`config.mk`:
```
export PLATFORM = sky130hd
export DESIGN_NAME = sram64kb_ctrl
export DESIGN_NICKNAME = d
export VERILOG_FILES = /design/src/rtl/sram64kb_ctrl.sv
export SDC_FILE = /design/constraint.sdc
export NUM_CORES = 1
export LEC_CHECK = 0
export CELL_PAD_IN_SITES_DETAIL_PLACEMENT = 1
export CELL_PAD_IN_SITES_GLOBAL_PLACEMENT = 2
export CORE_MARGIN = 2
export CORE_UTILIZATION = 32
export CTS_CLUSTER_SIZE = 30
export DETAILED_ROUTE_END_ITERATION = 10
export PLACE_DENSITY_LB_ADDON = 0.1
export RECOVER_POWER = 25
export SLEW_MARGIN = 10
export SYNTH_ARGS = -nofsm -noshare
export SYNTH_HDL_FRONTEND = slang
export SYNTH_SLANG_ARGS = --single-unit
```
`constraint.sdc`:
```
create_clock -name i_clk -period 3.21 [get_ports i_clk]
set_input_delay 0.321 -clock i_clk [delete_from_list [all_inputs] [get_ports i_clk]]
set_output_delay 0.321 -clock i_clk [all_outputs]
set_load 0.01 [all_outputs]
```
`src/rtl/sram64kb_ctrl.sv`:
```
// sram64kb_ctrl: valid/ready byte read/write controller for a 64 KB bank of 128 x 512x8 SRAM macros
module sram64kb_ctrl #(
    parameter int RD_WAIT = 1
) (
    input  logic         i_clk,
    input  logic         i_rst_n,
    input  logic         i_req_valid,
    output logic         o_req_ready,
    input  logic         i_req_we,
    input  logic [15:0]  i_req_addr,
    input  logic [7:0]   i_req_wdata,
    output logic         o_rsp_valid,
    input  logic         i_rsp_ready,
    output logic         o_rsp_we,
    output logic [7:0]   o_rsp_rdata,
    output logic [8:0]   o_mem_addr,
    output logic         o_mem_ce,
    output logic         o_mem_web,
    output logic [127:0] o_mem_oeb,
    output logic [127:0] o_mem_csb,
    output logic [7:0]   o_mem_idata,
    input  logic [7:0]   i_mem_odata
);
    typedef enum logic [2:0] {S_IDLE, S_SETUP, S_STROBE, S_WAIT, S_SAMPLE, S_RESP} state_t;

    localparam logic [2:0] WAIT_LAST = 3'((RD_WAIT > 0) ? RD_WAIT - 1 : 0);

    state_t       r_state;
    state_t       w_next;
    logic         r_we;
    logic [6:0]   r_idx;
    logic [2:0]   r_cnt;
    logic [7:0]   r_rsp_rdata;
    logic         r_mem_ce;
    logic         r_mem_web;
    logic [127:0] r_mem_oeb;
    logic [127:0] r_mem_csb;
    logic [8:0]   r_mem_addr;
    logic [7:0]   r_mem_idata;
    logic         w_accept;
    logic         w_we;
    logic [6:0]   w_idx;
    logic         w_sel;
    logic [127:0] w_onehot_n;

    // The macro-side flops are loaded from the upcoming state, so the transaction
    // fields come straight from the request port on the accept edge.
    assign w_accept   = (r_state == S_IDLE) && i_req_valid;
    assign w_we       = w_accept ? i_req_we : r_we;
    assign w_idx      = w_accept ? i_req_addr[15:9] : r_idx;
    assign w_sel      = w_next inside {S_SETUP, S_STROBE, S_WAIT, S_SAMPLE};
    assign w_onehot_n = ~(128'd1 << w_idx);

    assign o_req_ready = (r_state == S_IDLE);
    assign o_rsp_valid = (r_state == S_RESP);
    assign o_rsp_we    = r_we;
    assign o_rsp_rdata = r_rsp_rdata;
    assign o_mem_ce    = r_mem_ce;
    assign o_mem_web   = r_mem_web;
    assign o_mem_oeb   = r_mem_oeb;
    assign o_mem_csb   = r_mem_csb;
    assign o_mem_addr  = r_mem_addr;
    assign o_mem_idata = r_mem_idata;

    // Next-state decode of the access sequence.
    always_comb begin
        w_next = r_state;
        case (r_state)
            S_IDLE:   w_next = i_req_valid ? S_SETUP : S_IDLE;
            S_SETUP:  w_next = S_STROBE;
            S_STROBE: w_next = r_we ? S_RESP : ((RD_WAIT > 0) ? S_WAIT : S_SAMPLE);
            S_WAIT:   w_next = (r_cnt == WAIT_LAST) ? S_SAMPLE : S_WAIT;
            S_SAMPLE: w_next = S_RESP;
            S_RESP:   w_next = i_rsp_ready ? S_IDLE : S_RESP;
            default:  w_next = S_IDLE;
        endcase
    end

    // State register, latched transaction, wait counter and response data.
    always_ff @(posedge i_clk or negedge i_rst_n) begin
        if (!i_rst_n) begin
            r_state     <= S_IDLE;
            r_we        <= 1'b0;
            r_idx       <= '0;
            r_cnt       <= '0;
            r_rsp_rdata <= '0;
        end else begin
            r_state <= w_next;
            r_cnt   <= (r_state == S_WAIT) ? r_cnt + 3'd1 : 3'd0;
            if (w_accept) begin
                r_we  <= i_req_we;
                r_idx <= i_req_addr[15:9];
            end
            if (w_accept && i_req_we)
                r_rsp_rdata <= '0;
            else if (r_state == S_SAMPLE)
                r_rsp_rdata <= i_mem_odata;
        end
    end

    // Registered macro controls; decode happens before the flop so the bank sees clean edges.
    always_ff @(posedge i_clk or negedge i_rst_n) begin
        if (!i_rst_n) begin
            r_mem_ce    <= 1'b0;
            r_mem_web   <= 1'b1;
            r_mem_oeb   <= '1;
            r_mem_csb   <= '1;
            r_mem_addr  <= '0;
            r_mem_idata <= '0;
        end else begin
            r_mem_ce  <= (w_next == S_STROBE);
            r_mem_web <= !(w_we && (w_next == S_SETUP || w_next == S_STROBE));
            r_mem_csb <= w_sel ? w_onehot_n : '1;
            r_mem_oeb <= (w_sel && !w_we) ? w_onehot_n : '1;
            if (w_accept) begin
                r_mem_addr  <= i_req_addr[8:0];
                r_mem_idata <= i_req_wdata;
            end
        end
    end
endmodule

```
==> results of run 1 <==
-- routing by layer --
metal,GRT usage,wire length [um],up-vias
met5,0,0,-
met4,0.0391,500,0
met3,0.0546,2510,42
met2,0.322,16200,246
met1,0.257,14600,4054
li1,-,-,3631
-- cell families after synthesis --
| kind of cell | count (synthesis) |
|---|---|
| flip-flops | 297 |
| XOR/XNOR | 1 |
| AND/OR/NAND/NOR | 453 |
| buffers and inverters | 60 |
| adder cells (fa/ha/maj) | 2 |
| AO/OA/AOI/OAI | 84 |
-- worst min-delay path, stage by stage --
cell and delay, ns:
clkdlybuf4s50_1 0.40, nand2_1 0.05, nand2_1 0.04
-- cell usage after synthesis (6+ instances only) --
library cell and number:
buf_1 6, nand2b_1 7, nand2_1 359, o32ai_1 8
inv_1 7, nor2_1 13, o22ai_1 9, nand3_1 22
a21oi_1 22, o211ai_1 11, clkbuf_1 25, or3_1 6
o21ai_0 11, nor2b_1 11, dfstp_2 257, dfrtp_1 40
buf_2 17, nand4_1 8
-- state kept, by name, summed over array words and instances, names as in the netlist --
name,cells
o_mem_oeb,128
o_mem_addr,9
o_mem_ce,1
r_state,3
r_idx,7
o_rsp_we,1
o_mem_csb,128
o_mem_web,1
o_rsp_rdata,8
r_cnt,3
o_mem_idata,8
-- through the flow --
step / area [um^2] / setup slack [ns] / total power (uW) / util / hold slack (ns)
floorplan: 10600 / 1.07 / 5890 / - / 0.0254
global placement: 14600 / 0.589 / 7420 / 0.449 / 0.445
detailed placement: 14600 / 0.499 / 7460 / 0.449 / 0.444
CTS: 15800 / 0.600 / 11400 / 0.484 / 0.317
global route: 15700 / 0.335 / 11800 / 0.483 / 0.340
finish: 15700 / 0.542 / 11200 / 0.483 / 0.331
-- area by class of cell --
cell class / instances / area share
multi-input combinational: 540 / 0.166
antenna: 2 / 0.000319
clock buffer: 52 / 0.0638
timing repair buffer: 376 / 0.231
clock inverter: 12 / 0.00820
sequential: 297 / 0.494
inverter: 7 / 0.00167
tap: 442 / 0.0352
-- report_power, final --
part / switching [uW] / total (uW) / internal [uW]
Sequential: 330 / 4480 / 4150
Clock: 1530 / 3860 / 2340
Combinational: 1780 / 2860 / 1080
-- what timing repair did --
| item | in CTS | in global routing |
|---|---|---|
| gates resized for setup | 0 | 0 |
| hold buffers | 1 | 0 |
| hold endpoints to repair | 29 | 0 |
-- worst max-delay path by stage --
stage                    startpoint                  endpoint
2_1_floorplan  r_state[2]$_DFF_PN0_  o_mem_oeb[123]$_DFF_PN1_
3_3_place_gp            i_req_valid   o_mem_oeb[52]$_DFF_PN1_
3_5_place_dp            i_req_valid   o_mem_oeb[54]$_DFF_PN1_
4_1_cts        r_state[1]$_DFF_PN0_               o_req_ready
5_1_grt        r_state[2]$_DFF_PN0_               o_rsp_valid
6_report       r_state[2]$_DFF_PN0_               o_rsp_valid
==> summary.md, run 1 <==
| Metric | Value |
|---|---|
| Status | `finished, violations left` |
| Failing checks | `capacitance limit, slew limit` |
| Site row count | `66` |
| PD cells | `713 nW/um^2` |
| Critical Path End Type | `primary output` |
| Final setup violation count | `0` |
| IO Port Bufs | `322` |
| CTS tree | `done` |
| Leak | `just over 0.006 uW` |
| H-tree depth | `2` |
| Mux contribution to synthesized area | `0` |
| Cells on Worst Hold Path | `3` |
| Crit path buffers/inverters | `3` |
| TNS Setup | `0 ns` |
| Most frequent cells in the layout | `nand2_1, clkdlybuf4s50_1, dfstp_2` |
| RSZ-0062 raised after global routing | `false` |
| Max VDD drop | `0.000341 V` |
| Worst-margin pin slew | `1.74 ns` |
| Largest family of logic cells by synthesized area | `simple AND/OR/NAND/NOR gates` |
| Distinct cells, synth | `44` |
| Ranking of synthesized cells by area | `dfstp_2, nand2_1, dfrtp_1, a21oi_1, nand3_1` |
| Largest stage delay on the critical path | `0.60 ns` |
| Total GRT Usage | `0.195` |
| DRC violation total after the first TritonRoute iteration | `377` |
| Worst R2R Start | `r_state[2]$_DFF_PN0_` |
| Mean Syn Cell Area | `~12 um^2` |
| Final-layout fill cell count | `3,481` |
| Synth Area in Simple Gates | `0.184` |
| I/O pin total | `323` |
| Commonest non-fill, non-tap cell in the layout | `nand2_1` |
| Hold Crit Class | `in2reg` |
| Layout cells sized above 1 | `0.296` |
| Post-Syn Nets | `936` |
| Vias per Instance | `roughly 4.6` |
| Grt total ovfl | `0` |
| Crit path max-delay cell type | `clkdlybuf4s50_1` |
| Final Hold Violating Endpoints | `0` |
| Area growth syn-to-layout | `48.4%` |
| Pins Over Slew Limit | `64` |
| Clock latency on the worst-skew pair | `0.51 ns` |
| Initial antenna violation count | `1` |
| Reg2reg end | `o_mem_oeb[53]$_DFF_PN1_` |
| Placer Congestion | `roughly 0.75` |
| FF+latch count, synth | `about 300` |
| Area leader, netlist | `dfstp_2` |
| Number of global-route vias before repair | `about 8,400` |
| Final min period | `between 2 and 3 ns` |
| Initial Util | `0.325` |
| CTS buffer count | `35` |
| Slew margin rel. | `-0.163` |
| Ys async rst share | `1.00` |
| WHS Endpoint | `o_mem_addr[5]$_DFFE_PN0N_` |
| Final worst-path cycle share | `0.831` |
| Detailed Place HPWL | `23,600 um` |
| CTS root buf | `clkbuf_16` |
| Worst path depth | `4` |
| Critical path's top delay family | `buffers and inverters` |
| Synth Cell Area | `10,600 um^2` |
| Critical path startpoint category | `register` |
| Die H | `186 um` |
| Fin cells | `1,728` |
| Yosys Warn Count | `0` |
| Synth Area in Compound Gates | `0.0538` |
| Max-cap violations | `2` |
| Data required, critical path | `2.89 ns` |
| Largest net degree at the start of global routing | `roughly 110` |
| Post-synth EDFFs | `0` |
| Worst path cell trace | `inv_1, clkbuf_1, nor3b_1, clkdlybuf4s50_1` |
| Die Wd | `186 um` |
| Mean routed wirelength per cell | `roughly 20 um` |
| Antenna viol nets, final | `0` |
| Storage element area | `7750 um^2` |
| Crit-path max FO | `14` |
| Synth Area in Adders | `0.00236` |
| R2R setup slack | `0.65 ns` |
| Iteration count of the initial detailed-routing pass | `4` |
| Nets | `1,296` |
| Cells after Synth | `897` |
| Cells on worst reg2reg path | `5` |
| Crit path DAT | `2.35 ns` |
| Final WL | `33,800 um` |
| Total core area | `32,500 um^2` |
| Synth top area share | `0.638` |
| Inst Count DP | `approximately 1,700` |
| Clock buffer depth | `3` |
| FMAX | `375 MHz` |
| Synth Area in XOR/XNOR | `0.000827` |
| Clock Skew | `0.0154 ns` |
| Clock-pin slew of the registers on the worst-case setup and hold paths | `0.06 ns` |
| Die area | `34,600 um^2` |
| Hold Startpoint | `i_req_addr[5]` |
| Synth Flop Type | `dfstp_2` |
| Clk sinks | `297` |
| Post-CTS Setup Bufs | `0` |
| Multi-input logic area | `2610 um^2` |
| Vias | `approximately 8,000` |
| Sequential area share after synthesis | `0.732` |
| DRC | `0` |
| First-pass GRT wire length | `50,900 um` |
| Crit Path Class | `reg2out` |
No activity file was read; power rests on OpenSTA's default activity.
==> run 2, diff against run 1 <==
--- a/config.mk
+++ b/config.mk
@@ -8,7 +8,7 @@
 export CELL_PAD_IN_SITES_DETAIL_PLACEMENT = 1
 export CELL_PAD_IN_SITES_GLOBAL_PLACEMENT = 2
 export CORE_MARGIN = 2
-export CORE_UTILIZATION = 32
+export CORE_UTILIZATION = 29
 export CTS_CLUSTER_SIZE = 30
 export DETAILED_ROUTE_END_ITERATION = 10
 export PLACE_DENSITY_LB_ADDON = 0.1
==> constraint.sdc (replaced) <==
create_clock -name i_clk -period 2.5 [get_ports i_clk]
set_input_delay 0.25 -clock i_clk [delete_from_list [all_inputs] [get_ports i_clk]]
set_output_delay 0.25 -clock i_clk [all_outputs]
set_load 0.01 [all_outputs]
==> run 2 against run 1 <==
Compared with the run above: the run now ends clean; worst hold slack got worse by 0.069 ns; count of clock-buffer cells in the layout unchanged; via count increased by 0.33%; final cell count increased by 1.7%; utilization decreased by 3.4 points; combinational power increased by 42%; clock power increased by 28%; register-to-register slack got worse by 0.39 ns; critical path depth increased by 3; clock skew decreased by 0.0018 ns; sequential cell count unchanged; critical endpoint is now o_mem_csb[120]$_DFF_PN1_.
==> summary.md, run 2 (synthesis results as in run 1) <==
| Metric | Value |
|---|---|
| Placer Congestion | `0.756` |
| Nets | `1,313` |
| P_int | `10,000 uW` |
| Data required, critical path | `2.95 ns` |
| Clock Skew | `about 0.014 ns` |
| Hold Crit Class | `in2reg` |
| Cells on Worst Hold Path | `3` |
| Initial Util | `0.296` |
| Max VDD drop | `0.000482 V` |
| H-tree depth | `2` |
| Largest net degree at the start of global routing | `70` |
| Mean routed wirelength per cell | `19.6 um` |
| Final worst-path cycle share | `0.896` |
| Crit-path max FO | `23` |
| Pins Over Slew Limit | `0` |
| First-pass GRT wire length | `between 50,000 and 60,000 um` |
| Most frequent cells in the layout | `nand2_1, clkdlybuf4s50_1, dfstp_2` |
| DRC | `0` |
| Clk sinks | `297` |
| Initial antenna violation count | `3` |
| Clock buffer depth | `3` |
| Switching share of power | `0.319` |
| Seq pwr share | `0.388` |
| FMAX | `446 MHz` |
| Max-cap violations | `0` |
| Site row count | `69` |
| Commonest non-fill, non-tap cell in the layout | `nand2_1` |
| Dpl ws | `0.0160 ns` |
| Antenna viol nets, final | `0` |
| Layout cells sized above 1 | `0.307` |
| Number of global-route vias before repair | `8,591` |
| TNS Setup | `0 ns` |
| Gate power share | `0.276` |
| CTS buffer count | `34` |
| Vias per Instance | `4.55` |
| PD cells | `917 nW/um^2` |
| Clk pwr share | `0.336` |
| Die area | `38,000 um^2` |
| I/O pin total | `323` |
| Slew margin rel. | `0.108` |
| RSZ-0062 raised after global routing | `false` |
| IO Port Bufs | `roughly 320` |
| Grt total ovfl | `0` |
| CTS tree | `done` |
| Final min period | `2.24 ns` |
| P_sw | `4690 uW` |
| # diodes | `0` |
| Crit Path Class | `reg2reg` |
| Critical path startpoint category | `register` |
| Clock-pin slew of the registers on the worst-case setup and hold paths | `0.06 ns` |
| Final WL | `34,500 um` |
| Area growth syn-to-layout | `51.4%` |
| Final setup violation count | `0` |
| Final Hold Violating Endpoints | `0` |
| Clock latency on the worst-skew pair | `roughly 0.52 ns` |
| Worst-margin pin slew | `1.34 ns` |
| Vias | `7,999` |
| Die H | `a little under 200 um` |
| Leak | `approximately 0.0062 uW` |
| Detailed Place HPWL | `around 24,000 um` |
| Cells on worst reg2reg path | `7` |
| Final setup margin | `0.260 ns` |
| Critical Path End Type | `register` |
| Status | `finished clean` |
| Die Wd | `195 um` |
| CTS root buf | `clkbuf_16` |
| Crit path DAT | `2.69 ns` |
| Total GRT Usage | `0.183` |
| DRC violation total after the first TritonRoute iteration | `198` |
| Iteration count of the initial detailed-routing pass | `4` |
| Total core area | `35,700 um^2` |
[run 2: metrics by stage]
step | hold slack [ns] | power [uW] | util | cell area (um^2) | cells
final | 0.262 | 14700 | 0.448 | 16000 | 1757
after detailed placement | 0.205 | 9920 | 0.417 | 14900 | 1698
after CTS | 0.231 | 15000 | 0.449 | 16000 | 1757
after floorplan | -0.0456 | 7560 | - | 10600 | 897
after global placement | 0.205 | 9870 | 0.417 | 14900 | 1698
after global routing | 0.259 | 15500 | 0.448 | 16000 | 1757
[run 2: timing repair]
| item | 4_1_cts | 5_1_grt |
|---|---|---|
| hold buffers | 1 | 0 |
| gates resized for setup | 2 | 1 |
| setup endpoints to repair | 1 | 1 |
| hold endpoints to repair | 46 | 0 |
| setup buffers | 0 | 0 |
[run 2: layer usage]
layer / track usage / share of wire
met1: 0.245 / 0.44
met5: 0 / 0.0012
met4: 0.0503 / 0.022
met2: 0.297 / 0.47
met3: 0.0468 / 0.060
[run 2: worst paths after layout]
check / slack, ns / from / end
max in group asynchronous: 0.71 / i_rst_n / o_mem_csb[47]$_DFF_PN1_
hold / removal: 0.26 / i_req_wdata[3] / o_mem_idata[3]$_DFFE_PN0N_
setup reg to reg: 0.26 / r_state[0]$_DFF_PN0_ / o_mem_csb[120]$_DFF_PN1_
hold reg to reg: 0.46 / r_cnt[0]$_DFF_PN0_ / r_cnt[0]$_DFF_PN0_
min in group asynchronous: 0.61 / i_rst_n / r_idx[0]$_DFF_PN0_
setup / recovery: 0.26 / r_state[0]$_DFF_PN0_ / o_mem_csb[120]$_DFF_PN1_
[run 2: layout make-up]
type / instances / area (um^2)
clock buffers: 52 / 1020
well taps: 461 / 577
repair buffers: 394 / 3960
multi-input cells: 540 / 2610
clock inverters: 6 / 86.3
fillers: 3809 / 19700
flip-flops and latches: 297 / 7750
inverters: 7 / 26.3
[run 2: critical path: stages (launching register included)]
cell,delay [ns]
dfrtp_1,0.44
buf_4,0.19
nor2_1,0.09
a32o_1,0.90
buf_4,0.25
a21oi_1,0.06
buf_4,0.17
nand2_1,0.06
[run 2: power by group through the flow]
stage	combinational, uW	sequential (uW)	clock [uW]
after detailed placement	4150	5770	0
after floorplan	1820	5740	0
final	4060	5700	4940
after global routing	4480	5770	5300
after CTS	4170	5710	5140
after global placement	4120	5750	0
